File: src/rtl/game_pkg.sv
// Shared types and encodings for the match controller and its full_game interface.
package game_pkg;

  typedef enum logic [2:0] {
    S_IDLE,
    S_LOAD,
    S_WAIT_CLR,
    S_RUN,
    S_SCORE,
    S_DONE
  } state_t;

  typedef logic [1:0] mode_t;

  localparam mode_t MODE_UP1 = 2'b00;
  localparam mode_t MODE_UP2 = 2'b01;
  localparam mode_t MODE_DN1 = 2'b10;
  localparam mode_t MODE_DN2 = 2'b11;

  localparam logic WHO_P0 = 1'b0;
  localparam logic WHO_P1 = 1'b1;

endpackage

File: src/rtl/rr_arb2.sv
// Two-requester round-robin arbiter; the grant is combinational, the pointer is registered.
module rr_arb2 (
  input  logic       clk,
  input  logic       rst,
  input  logic       en,
  input  logic [1:0] req,
  output logic [1:0] gnt
);

  // ptr = 0 favours requester 0 on contention
  logic ptr;

  always_comb begin
    gnt = 2'b00;
    if (en) begin
      if (req == 2'b11) begin
        gnt = ptr ? 2'b10 : 2'b01;
      end else begin
        gnt = req;
      end
    end
  end

  // After any grant the other requester gets priority next time.
  always_ff @(posedge clk) begin
    if (rst) begin
      ptr <= 1'b0;
    end else if (gnt[0]) begin
      ptr <= 1'b1;
    end else if (gnt[1]) begin
      ptr <= 1'b0;
    end
  end

endmodule

File: src/rtl/game_match_ctrl.sv
// Match sequencer above full_game: loads each round, scores gameover/who, and
// arbitrates the shared control mode between two players while a round runs.
module game_match_ctrl
  import game_pkg::*;
#(
  parameter int ROUNDS_TO_WIN = 2,
  parameter int INIT_CYCLES   = 1,
  parameter int SCORE_W       = $clog2(ROUNDS_TO_WIN + 1)
) (
  input  logic               clk,
  input  logic               rst,
  input  logic               start,
  input  logic [3:0]         seed,
  input  logic               p0_req,
  input  logic [1:0]         p0_mode,
  input  logic               p1_req,
  input  logic [1:0]         p1_mode,
  output logic               p0_gnt,
  output logic               p1_gnt,
  input  logic               gameover,
  input  logic               who,
  output logic               init,
  output logic [3:0]         initial_val,
  output logic [1:0]         control,
  output logic [SCORE_W-1:0] score0,
  output logic [SCORE_W-1:0] score1,
  output logic [3:0]         round_idx,
  output logic               busy,
  output logic               match_done,
  output logic               match_winner
);

  localparam int                 CNT_W     = (INIT_CYCLES > 1) ? $clog2(INIT_CYCLES) : 1;
  localparam logic [CNT_W-1:0]   INIT_LAST = CNT_W'(INIT_CYCLES - 1);
  localparam logic [SCORE_W-1:0] WIN       = SCORE_W'(ROUNDS_TO_WIN);

  function automatic logic [SCORE_W-1:0] sat_inc(input logic [SCORE_W-1:0] s);
    return (s >= WIN) ? WIN : s + 1'b1;
  endfunction

  state_t             state, state_n;
  logic [3:0]         seed_q, seed_n;
  logic               who_q, who_n;
  logic [CNT_W-1:0]   cnt, cnt_n;
  logic               win_n;
  logic [1:0]         arb_gnt;

  logic               p0_gnt_n, p1_gnt_n, init_n, busy_n, match_done_n, match_winner_n;
  logic [3:0]         initial_val_n, round_idx_n;
  logic [1:0]         control_n;
  logic [SCORE_W-1:0] score0_n, score1_n;

  // gameover in RUN takes priority, so the arbiter is held off on that cycle
  rr_arb2 u_arb (
    .clk (clk),
    .rst (rst),
    .en  ((state == S_RUN) && !gameover),
    .req ({p1_req, p0_req}),
    .gnt (arb_gnt)
  );

  always_comb begin
    state_n        = state;
    seed_n         = seed_q;
    who_n          = who_q;
    cnt_n          = cnt;
    win_n          = 1'b0;
    p0_gnt_n       = 1'b0;
    p1_gnt_n       = 1'b0;
    init_n         = 1'b0;
    initial_val_n  = initial_val;
    control_n      = control;
    score0_n       = score0;
    score1_n       = score1;
    round_idx_n    = round_idx;
    busy_n         = busy;
    match_done_n   = match_done;
    match_winner_n = match_winner;

    case (state)
      S_IDLE, S_DONE: begin
        if (start) begin
          state_n       = S_LOAD;
          seed_n        = seed;
          score0_n      = '0;
          score1_n      = '0;
          round_idx_n   = 4'd0;
          cnt_n         = '0;
          init_n        = 1'b1;
          initial_val_n = seed;
          control_n     = MODE_UP1;
          busy_n        = 1'b1;
          match_done_n  = 1'b0;
        end
      end
      S_LOAD: begin
        if (cnt == INIT_LAST) begin
          state_n = S_WAIT_CLR;
        end else begin
          cnt_n  = cnt + 1'b1;
          init_n = 1'b1;
        end
      end
      S_WAIT_CLR: begin
        if (!gameover) begin
          state_n = S_RUN;
        end
      end
      S_RUN: begin
        if (gameover) begin
          who_n   = who;
          state_n = S_SCORE;
        end else if (arb_gnt[0]) begin
          p0_gnt_n  = 1'b1;
          control_n = p0_mode;
        end else if (arb_gnt[1]) begin
          p1_gnt_n  = 1'b1;
          control_n = p1_mode;
        end
      end
      S_SCORE: begin
        if (who_q == WHO_P0) begin
          score0_n = sat_inc(score0);
          win_n    = (score0_n == WIN);
        end else begin
          score1_n = sat_inc(score1);
          win_n    = (score1_n == WIN);
        end
        if (win_n) begin
          state_n        = S_DONE;
          match_done_n   = 1'b1;
          match_winner_n = who_q;
          busy_n         = 1'b0;
        end else begin
          state_n       = S_LOAD;
          round_idx_n   = round_idx + 4'd1;
          cnt_n         = '0;
          init_n        = 1'b1;
          initial_val_n = seed_q + round_idx_n;
          control_n     = MODE_UP1;
        end
      end
      default: state_n = S_IDLE;
    endcase
  end

  always_ff @(posedge clk) begin
    if (rst) begin
      state        <= S_IDLE;
      seed_q       <= 4'd0;
      who_q        <= 1'b0;
      cnt          <= '0;
      p0_gnt       <= 1'b0;
      p1_gnt       <= 1'b0;
      init         <= 1'b0;
      initial_val  <= 4'd0;
      control      <= MODE_UP1;
      score0       <= '0;
      score1       <= '0;
      round_idx    <= 4'd0;
      busy         <= 1'b0;
      match_done   <= 1'b0;
      match_winner <= 1'b0;
    end else begin
      state        <= state_n;
      seed_q       <= seed_n;
      who_q        <= who_n;
      cnt          <= cnt_n;
      p0_gnt       <= p0_gnt_n;
      p1_gnt       <= p1_gnt_n;
      init         <= init_n;
      initial_val  <= initial_val_n;
      control      <= control_n;
      score0       <= score0_n;
      score1       <= score1_n;
      round_idx    <= round_idx_n;
      busy         <= busy_n;
      match_done   <= match_done_n;
      match_winner <= match_winner_n;
    end
  end

endmodule

File: config.mk
export PLATFORM = sky130hd
export DESIGN_NAME = game_match_ctrl
export DESIGN_NICKNAME = d
export VERILOG_FILES = /design/src/rtl/game_pkg.sv /design/src/rtl/rr_arb2.sv /design/src/rtl/game_match_ctrl.sv
export SDC_FILE = /design/constraint.sdc
export NUM_CORES = 1
export LEC_CHECK = 0
export BUFFER_PORTS_ARGS = -buffer_cell sky130_fd_sc_hd__clkbuf_2
export CORE_MARGIN = 3
export CORE_UTILIZATION = 55
export CTS_BUF_LIST = sky130_fd_sc_hd__clkbuf_8
export DETAILED_ROUTE_END_ITERATION = 6
export PLACE_DENSITY_LB_ADDON = 0.08
export SLEW_MARGIN = 25
export SYNTH_ARGS = -nofsm -noshare
export SYNTH_HDL_FRONTEND = slang
export SYNTH_SLANG_ARGS = --single-unit
File: constraint.sdc
create_clock -name clk -period 2.45 [get_ports clk]
set_input_delay 0 -clock clk [delete_from_list [all_inputs] [get_ports clk]]
set_output_delay 0 -clock clk [all_outputs]
set_load 0.05 [all_outputs]
# Word-level counts from Yosys, hierarchy flattened
# Cells that the tools add are included.
dict set report word_totals {
  regBits 30
  latchBits 0
  mem_bits_rw 0
  romBits 0
  out_inout_bits 20
  n_memories 0
}
dict set report classes {
  addsub 5
  multipliers 0
  n_div 0
  magnitude_cmp 2
  n_eq_ne 18
  shifts 0
  n_mux 46
  bitwise_logic 1
  n_reduce_logical 20
}
# cell n
set ops {}
lappend ops {{two-way mux 2 bit} 12}
lappend ops {{inequality test 2 bit (second input constant)} 9}
lappend ops {{two-way mux 4 bit} 4}
lappend ops {{case mux 4 bit (2 select lines)} 2}
lappend ops {{two-way mux 1 bit} 15}
lappend ops {{two-way mux 3 bit} 5}
lappend ops {{case mux 3 bit (5 select lines)} 1}
lappend ops {{AND reduction 3 bit} 5}
lappend ops {{case mux 2 bit (2 select lines)} 2}
lappend ops {{equality test 2 bit (second input constant)} 3}
lappend ops {{equality test 3 x 2 -> 1 bit (second input constant)} 2}
lappend ops {{equality test 3 bit (second input constant)} 2}
lappend ops {{case mux 1 bit (3 select lines)} 2}
lappend ops {{case mux 2 bit (3 select lines)} 1}
lappend ops {{AND reduction 2 bit} 3}
lappend ops {{nonzero test 3 bit} 2}
lappend ops {{AND reduction 5 bit} 1}
lappend ops {{adder 2 x 1 -> 2 bit (second input constant)} 2}
lappend ops {{adder 4 x 1 -> 4 bit (second input constant)} 1}
lappend ops {{adder 4 bit} 1}
lappend ops {{>= comparator 2 bit (second input constant)} 2}
lappend ops {{case mux 1 bit (2 select lines)} 2}
lappend ops {{AND reduction 4 bit} 1}
lappend ops {{nonzero test 2 bit} 2}
lappend ops {{10 further kinds} 10}

# Logic depth before layout (Yosys ltp)
# Gate-level depths: netlist of run 1.
dict set report depth {
  depth_word 7
  depth_mapped 7
}

# By module
# A second synthesis of run 1 with hierarchy kept.
dict set report hier_totals {
  hier_cells 162
  area_unflattened_um2 1417.6
}
# mod instances cells_each area_per_inst_um2
set modules_own_cells {}
lappend modules_own_cells {game_match_ctrl 1 154 1362.6}
lappend modules_own_cells {rr_arb2 1 8 55.1}

# Worst setup path before layout of run 1
# OpenSTA, ideal clock, no wires.
dict set report synth_path {
  kind {register -> register}
  start {register round_idx[1]}
  end {register initial_val[3]}
  setup_time_ps 91
  t_arrival_ps 2018
  t_required_ps 2359
  setup_slack_ps 341
  path_stages_with_launch 8
  cell_sequence {dfxtp_1 > ha_1 > ha_1 > a21o_1 > a21oi_1 > xnor2_1 > nand2_1 > a311oi_1}
}
dict set report synth_between {
  elab_chain_len 4
}
# item line
set synth_lines {}
lappend synth_lines {{start, declared} game_match_ctrl.sv:27} ;# output logic [3:0] round_idx,
lappend synth_lines {{start signal, assigned} game_match_ctrl.sv:176} ;# round_idx <= round_idx_n;
lappend synth_lines {{adder 4 x 1 -> 4 bit} game_match_ctrl.sv:136} ;# round_idx_n = round_idx + 4'd1;
lappend synth_lines {{adder 4 bit} game_match_ctrl.sv:139} ;# initial_val_n = seed_q + round_idx_n;
lappend synth_lines {{two-way mux 4 bit} game_match_ctrl.sv:129} ;# if (win_n) begin
lappend synth_lines {{case mux 4 bit (2 select lines)} game_match_ctrl.sv:80} ;# case (state)
lappend synth_lines {{end signal, assigned} game_match_ctrl.sv:172} ;# initial_val <= initial_val_n;
lappend synth_lines {{end, declared} game_match_ctrl.sv:23} ;# output logic [3:0] initial_val,
# No other way between the ends. The select of a mux whose other input is x is not followed.
# A chain may end at the register's enable or synchronous reset.

# Worst setup path in the final report of run 1
dict set report layout_path {
  start {register state[1]}
  end {register initial_val[2]}
}
dict set report layout_between {
  elab_chain_len 4
}
# item line
set layout_lines {}
lappend layout_lines {{start, declared} game_match_ctrl.sv:41} ;# state_t state, state_n;
lappend layout_lines {{start signal, assigned} game_match_ctrl.sv:165} ;# state <= state_n;
lappend layout_lines {{equality test 3 bit / zero test 3 bit (equally long branches)} game_match_ctrl.sv:80}
lappend layout_lines {{OR reduction 2 bit} game_match_ctrl.sv:80}
lappend layout_lines {{inequality test 2 bit (no line) / nonzero test 2 bit (equally long branches)} --}
lappend layout_lines {{AND reduction 3 bit (no line)} --}
# Parallel ways exist; a longest one is shown, timed or not.

==> metrics.cfg, run 1 <==
[cts]
cts_buffer_depth=2
cts_setup_buffers=0
cts_root_buffer=clkbuf_8
clk_latency_ps=280
htreeDepth=2
clkTransAtPathRegs_ps=70
cts_sinks=29
hold_buffers=8
cts_resized=0
cts_made_buffers=5
cts_tree=done

[floorplan]
dieHeight_um=57.2
dieWidth_um=57.2
die_area_um2=3270
start_util_pct=61.6
io_pins=35
coreArea_um2=2340
rows=17

[power_and_ir_drop]
ir_worst_vdd_mv=0.488
pwr-share-clk_pct=39.2
sw_frac_of_total_pct=27.5
p_leak_nw=0.785
pwr-share-comb_pct=14.7
power_density_nw_per_um2=627
power_frac_seq_pct=46.2
internal_power_uw=802
p_sw_uw=305

[sta]
fmax_mhz=497
setup_tns_ps=0
grt_setup_unrepaired=no
layout_min_cycle_time_ps=2010
maxSlewViolCount=0
setup_viol=0
slew_headroom_pct=58.5
worstMarginPinSlew_ps=622
hold_viol=0
fin_skew_ps=9.40
period_share_pct=82.2

[outcome]
run_status=finished, final reports clean

[worst_hold_path]
hold_path_end=control[1]
min_from=p0_mode[1]
hp-class=input port to flop
holdPathStages=3

[layout]
fin_nets=225
diodes=0
drive_gt1_share_pct=27.2
syn_to_final_growth_pct=22.5
layout_commonest_cell=clkbuf_2
fin_area_um2=1770
final_cell_mix=clkbuf_2, dfxtp_1, nor2_1, nand2_1, a21oi_1

[critical_path]
cp_num_buf_inv=0
worstPathCellList=or3b_1, a211oi_4, nor3_2, mux2i_1, nor2_1
worst_setup_path_start_kind=flop
cp.required_ps=2610
reg2reg_from=state[1]
critPathCaptureType=flop
cp.arrival_ps=2170
regToRegSetupSlack_ps=440
worst_r2r_endpoint=initial_val[2]
reg2regPathDepth=5
cp_top_family=simple AND/OR/NAND/NOR gates
crit_slowest_cell=dfxtp_1
cp_max_fo=14
worst-setup-path-type=flop to flop
slowest_delay_ps=590

[routing]
drt-initial-drc-count=40
drc=0
viasPerCell=5.65
first_pass_iters=4
num_vias=1323
wl_per_cell_um=14.8
ant_nets=0
finalWirelength_um=3460

[grt]
antenna_found_initial=0
grt_overflow=0
grt_max_degree=31
grt_pass1_wl_um=5930
grt_pass1_vias=1287
grtUsageTotal_pct=22.9

[logic_synthesis]
synth_async_sr_flop_share_pct=0
syn_nets=185
syn_inst=165
ys_ff_latch=29
yosys.area.top_type=dfxtp_1
synth_area_per_cell_um2=8.74
yosys-top-cells-area=dfxtp_1, a21oi_1, nand2_1
ys_seq_area_share_pct=40.3
synthesis.area_um2=1440
synth-edff-count=0
synth_top_area_share_pct=40.3
synth_flop_cell=dfxtp_1
synth_warnings=0
ys_types=42

[placed_design]
placed_area_um2=1580
gp_congestion=0.896
io_buffers=34
hpwlAfterDp_um=2420

[run]
maxCapViolCount=0

[through the flow]
step / utilization [%] / hold slack [ps] / power [mW] / setup WS (ps) / cells
floorplan: - / 76.9 / 0.630 / 341 / 165
global placement: 67.7 / 237 / 0.665 / 559 / 218
detailed placement: 67.7 / 247 / 0.671 / 522 / 218
CTS: 75.5 / 128 / 1.12 / 507 / 234
global route: 75.5 / 144 / 1.15 / 285 / 234
finish: 75.5 / 130 / 1.11 / 437 / 234
[Yosys cell counts, types with 2 or more instances]
cell type and count:
a21o_1 2, nand3_1 6, buf_2 2, a21oi_2 2
a22oi_1 2, nand2_1 20, o21ai_0 8, xor2_1 2
nand2b_1 3, inv_1 3, mux2i_1 3, nor2_1 20
a41o_2 2, clkbuf_1 3, a21oi_1 16, nor3_2 2
nor4_1 3, a311oi_1 4, dfxtp_1 29, mux2_2 2
xnor2_1 4, and2_1 2, buf_6 3, ha_1 4
[cells by family after synthesis]
| family | after synthesis | share of synthesized area, % |
|---|---|---|
| AND/OR/NAND/NOR | 68 | 23.9 |
| flip-flops | 29 | 40.3 |
| adder cells (fa/ha/maj) | 5 | 4.86 |
| multiplexers | 5 | 3.65 |
| XOR/XNOR | 6 | 3.65 |
| AO/OA/AOI/OAI | 40 | 18.6 |
| buffers and inverters | 12 | 5.12 |
[worst max path at each step]
| stage | slack [ps] | cells after the start | endpoint | startpoint |
|---|---|---|---|---|
| after floorplan | 340 | 7 | initial_val[3] | round_idx[1] |
| after global placement | 560 | 7 | initial_val[3] | round_idx[0] |
| after detailed placement | 520 | 5 | round_idx[1] | state[1] |
| after CTS | 510 | 5 | initial_val[2] | state[1] |
| after global routing | 290 | 5 | initial_val[3] | state[1] |
| final | 440 | 5 | initial_val[2] | state[1] |
[sequential cells by signal (all words and copies together), names as in the netlist]
| signal | count |
|---|---|
| round_idx | 4 |
| busy | 1 |
| control | 2 |
| u_arb.ptr | 1 |
| initial_val | 4 |
| seed_q | 4 |
| match_done | 1 |
| score1 | 2 |
| p0_gnt | 1 |
| p1_gnt | 1 |
| score0 | 2 |
| state | 3 |
| init | 1 |
| match_winner | 1 |
| who_q | 1 |
[power by group through the flow]
stage	combinational, mW	clock [mW]	sequential (mW)
2_1_floorplan	0.0839	0	0.546
3_3_place_gp	0.146	0	0.518
3_5_place_dp	0.150	0	0.521
4_1_cts	0.162	0.443	0.510
5_1_grt	0.178	0.462	0.513
6_report	0.162	0.433	0.511
[tightest hold or removal path: cells and delay by family]
family / cells / cell delay (ps)
AO/OA/AOI/OAI: 1 / 170
buffers and inverters: 1 / 70
multiplexers: 1 / 130
[layout make-up]
cell class                 instances  area [um2]
multi-input combinational        124         787
sequential                        29         581
fill                             175         574
timing repair buffer              42         250
clock buffer                       7        96.3
tap                               28        35.0
inverter                           3        11.3
clock inverter                     1        5.00
[per-layer routing]
metal | GRT usage (%) | share of wire (%) | vias to the layer above
met1 | 30.8 | 44 | 603
met5 | 0 | 0 | -
li1 | - | - | 660
met3 | 7.01 | 8.1 | 6
met2 | 35.6 | 47 | 54
met4 | 6.95 | 1.2 | 0
(Power assumes the default switching activity.)
==> run 2: changes to the inputs <==
--- a/config.mk
+++ b/config.mk
@@ -7,7 +7,7 @@
 export LEC_CHECK = 0
 export BUFFER_PORTS_ARGS = -buffer_cell sky130_fd_sc_hd__clkbuf_2
 export CORE_MARGIN = 3
-export CORE_UTILIZATION = 55
+export CORE_UTILIZATION = 49
 export CTS_BUF_LIST = sky130_fd_sc_hd__clkbuf_8
 export DETAILED_ROUTE_END_ITERATION = 6
 export PLACE_DENSITY_LB_ADDON = 0.08
==> constraint.sdc (replaced) <==
create_clock -name clk -period 1.85 [get_ports clk]
set_input_delay 0 -clock clk [delete_from_list [all_inputs] [get_ports clk]]
set_output_delay 0 -clock clk [all_outputs]
set_load 0.05 [all_outputs]
==> metrics.cfg, run 2 (same netlist as run 1, synthesis figures left out) <==
[outcome]
run_status=finished, violations left
violations=negative hold slack

[sta]
setup_viol=0
setup_tns_ps=0
fin_skew_ps=10.2
hold_viol=1
layout_min_cycle_time_ps=1720
period_share_pct=92.9
fmax_mhz=582
slew_headroom_pct=57.3
worstMarginPinSlew_ps=641
grt_setup_unrepaired=no
holdWs_ps=-4.08
maxSlewViolCount=0

[routing]
drc=0
viasPerCell=5.49
num_vias=1324
ant_nets=0
wl_per_cell_um=14.0
drt-initial-drc-count=58
first_pass_iters=4
finalWirelength_um=3370

[floorplan]
die_area_um2=3630
io_pins=35
start_util_pct=51.8
rows=19
coreArea_um2=2780
dieWidth_um=60.2
dieHeight_um=60.2

[layout]
drive_gt1_share_pct=30.5
layout_commonest_cell=clkbuf_2
nFillCells=244
fin_nets=229
fin_cells=241
syn_to_final_growth_pct=25.9
top_regs=initial_val x4, round_idx x4, seed_q x4
final_cell_mix=clkbuf_2, dfxtp_1, nor2_1, nand2_1, a21oi_1
diodes=0

[critical_path]
cp_top_family=compound AO/OA/AOI/OAI gates
critPathCaptureType=flop
crit_slowest_cell=dfxtp_4
cp_max_fo=4
cp.arrival_ps=1910
worst_setup_path_start_kind=flop
worstPathCellList=ha_4, ha_1, a21o_1, a21oi_1, xnor2_1, nand2_1, a311oi_1
cp.required_ps=2050
worst-setup-path-type=flop to flop
slowest_delay_ps=360
cp_num_buf_inv=0

[grt]
grtUsageMet2_pct=32.3
use_met1_pct=27.7
grt_pass1_wl_um=5590
busiest_layer=met2
antenna_found_initial=0
grt_pass1_vias=1206
grt_max_degree=31
grt_overflow=0
grt_util_met3_pct=7.13
grtUsageTotal_pct=21.2

[cts]
clkTransAtPathRegs_ps=70
cts_tree=done
cts_made_buffers=5
cts_buffer_depth=2
cts_setup_buffers=0
clk_latency_ps=280
cts_sinks=29
htreeDepth=2
cts_root_buffer=clkbuf_8

[worst_hold_path]
hp-class=input port to flop

[placed_design]
hpwlAfterDp_um=2400
dpl.cell_count=226
io_buffers=34
gp_congestion=0.854

[run]
maxCapViolCount=0

[power_and_ir_drop]
ir_worst_vdd_mv=0.705
power_density_nw_per_um2=781
p_leak_nw=0.808

[run 2: cell count changes in the layout (fill, tap and decap cells not counted), sizes merged]
cell         delta
clkinv          -1
clkbuf          -1
dlygate4sd3     -1
inv             +2
buf             +5
[run 2: power breakdown]
part	leakage, nW	switching (mW)	internal [mW]
Combinational	0.516	0.145	0.0773
Clock	0.0538	0.237	0.292
Sequential	0.238	0.0187	0.647
[run 2: area by class of cell]
class	count	area, um2	area share, %
Clock inverter	2	7.51	0.414
Inverter	3	11.3	0.621
Timing Repair Buffer	46	278	15.3
Tap cell	31	38.8	2.14
Clock buffer	6	82.6	4.55
Sequential cell	29	589	32.5
Multi-Input combinational cell	124	807	44.5
[run 2: per-stage QoR]
step	worst slack [ps]	instance area, um2	util, %	total power [mW]
after floorplan	13.9	1450	-	0.832
after global placement	90.8	1630	58.7	0.885
after detailed placement	66.6	1630	58.7	0.891
after CTS	47.2	1790	64.5	1.42
after global routing	37.4	1810	65.2	1.48
final	131	1810	65.2	1.42
[run 2: worst min-delay path, cell delays in order]
cell and delay (ps):
clkbuf_2 70, mux2i_1 60, nor2_1 90
[run 2: timing repair]
item	4_1_cts	5_1_grt
setup endpoints to repair	0	8
resized for setup	0	4
endpoints found under the hold margin	10	0
hold buffers	7	0
[run 2: per-layer routing]
metal  routed length (um)  share of wire [%]
met1                 1610                 48
met2                 1520                 45
met3                  197                5.8
met4                   43                1.3
met5                    0                  0
[run 2: worst paths after layout]
path | from | end | cells past startpoint | slack, ps
max reg2reg | round_idx[0] | initial_val[3] | 7 | 130
min | who | who_q | 3 | -4
max | round_idx[0] | initial_val[3] | 7 | 130
min reg2reg | seed_q[2] | seed_q[2] | 2 | 470
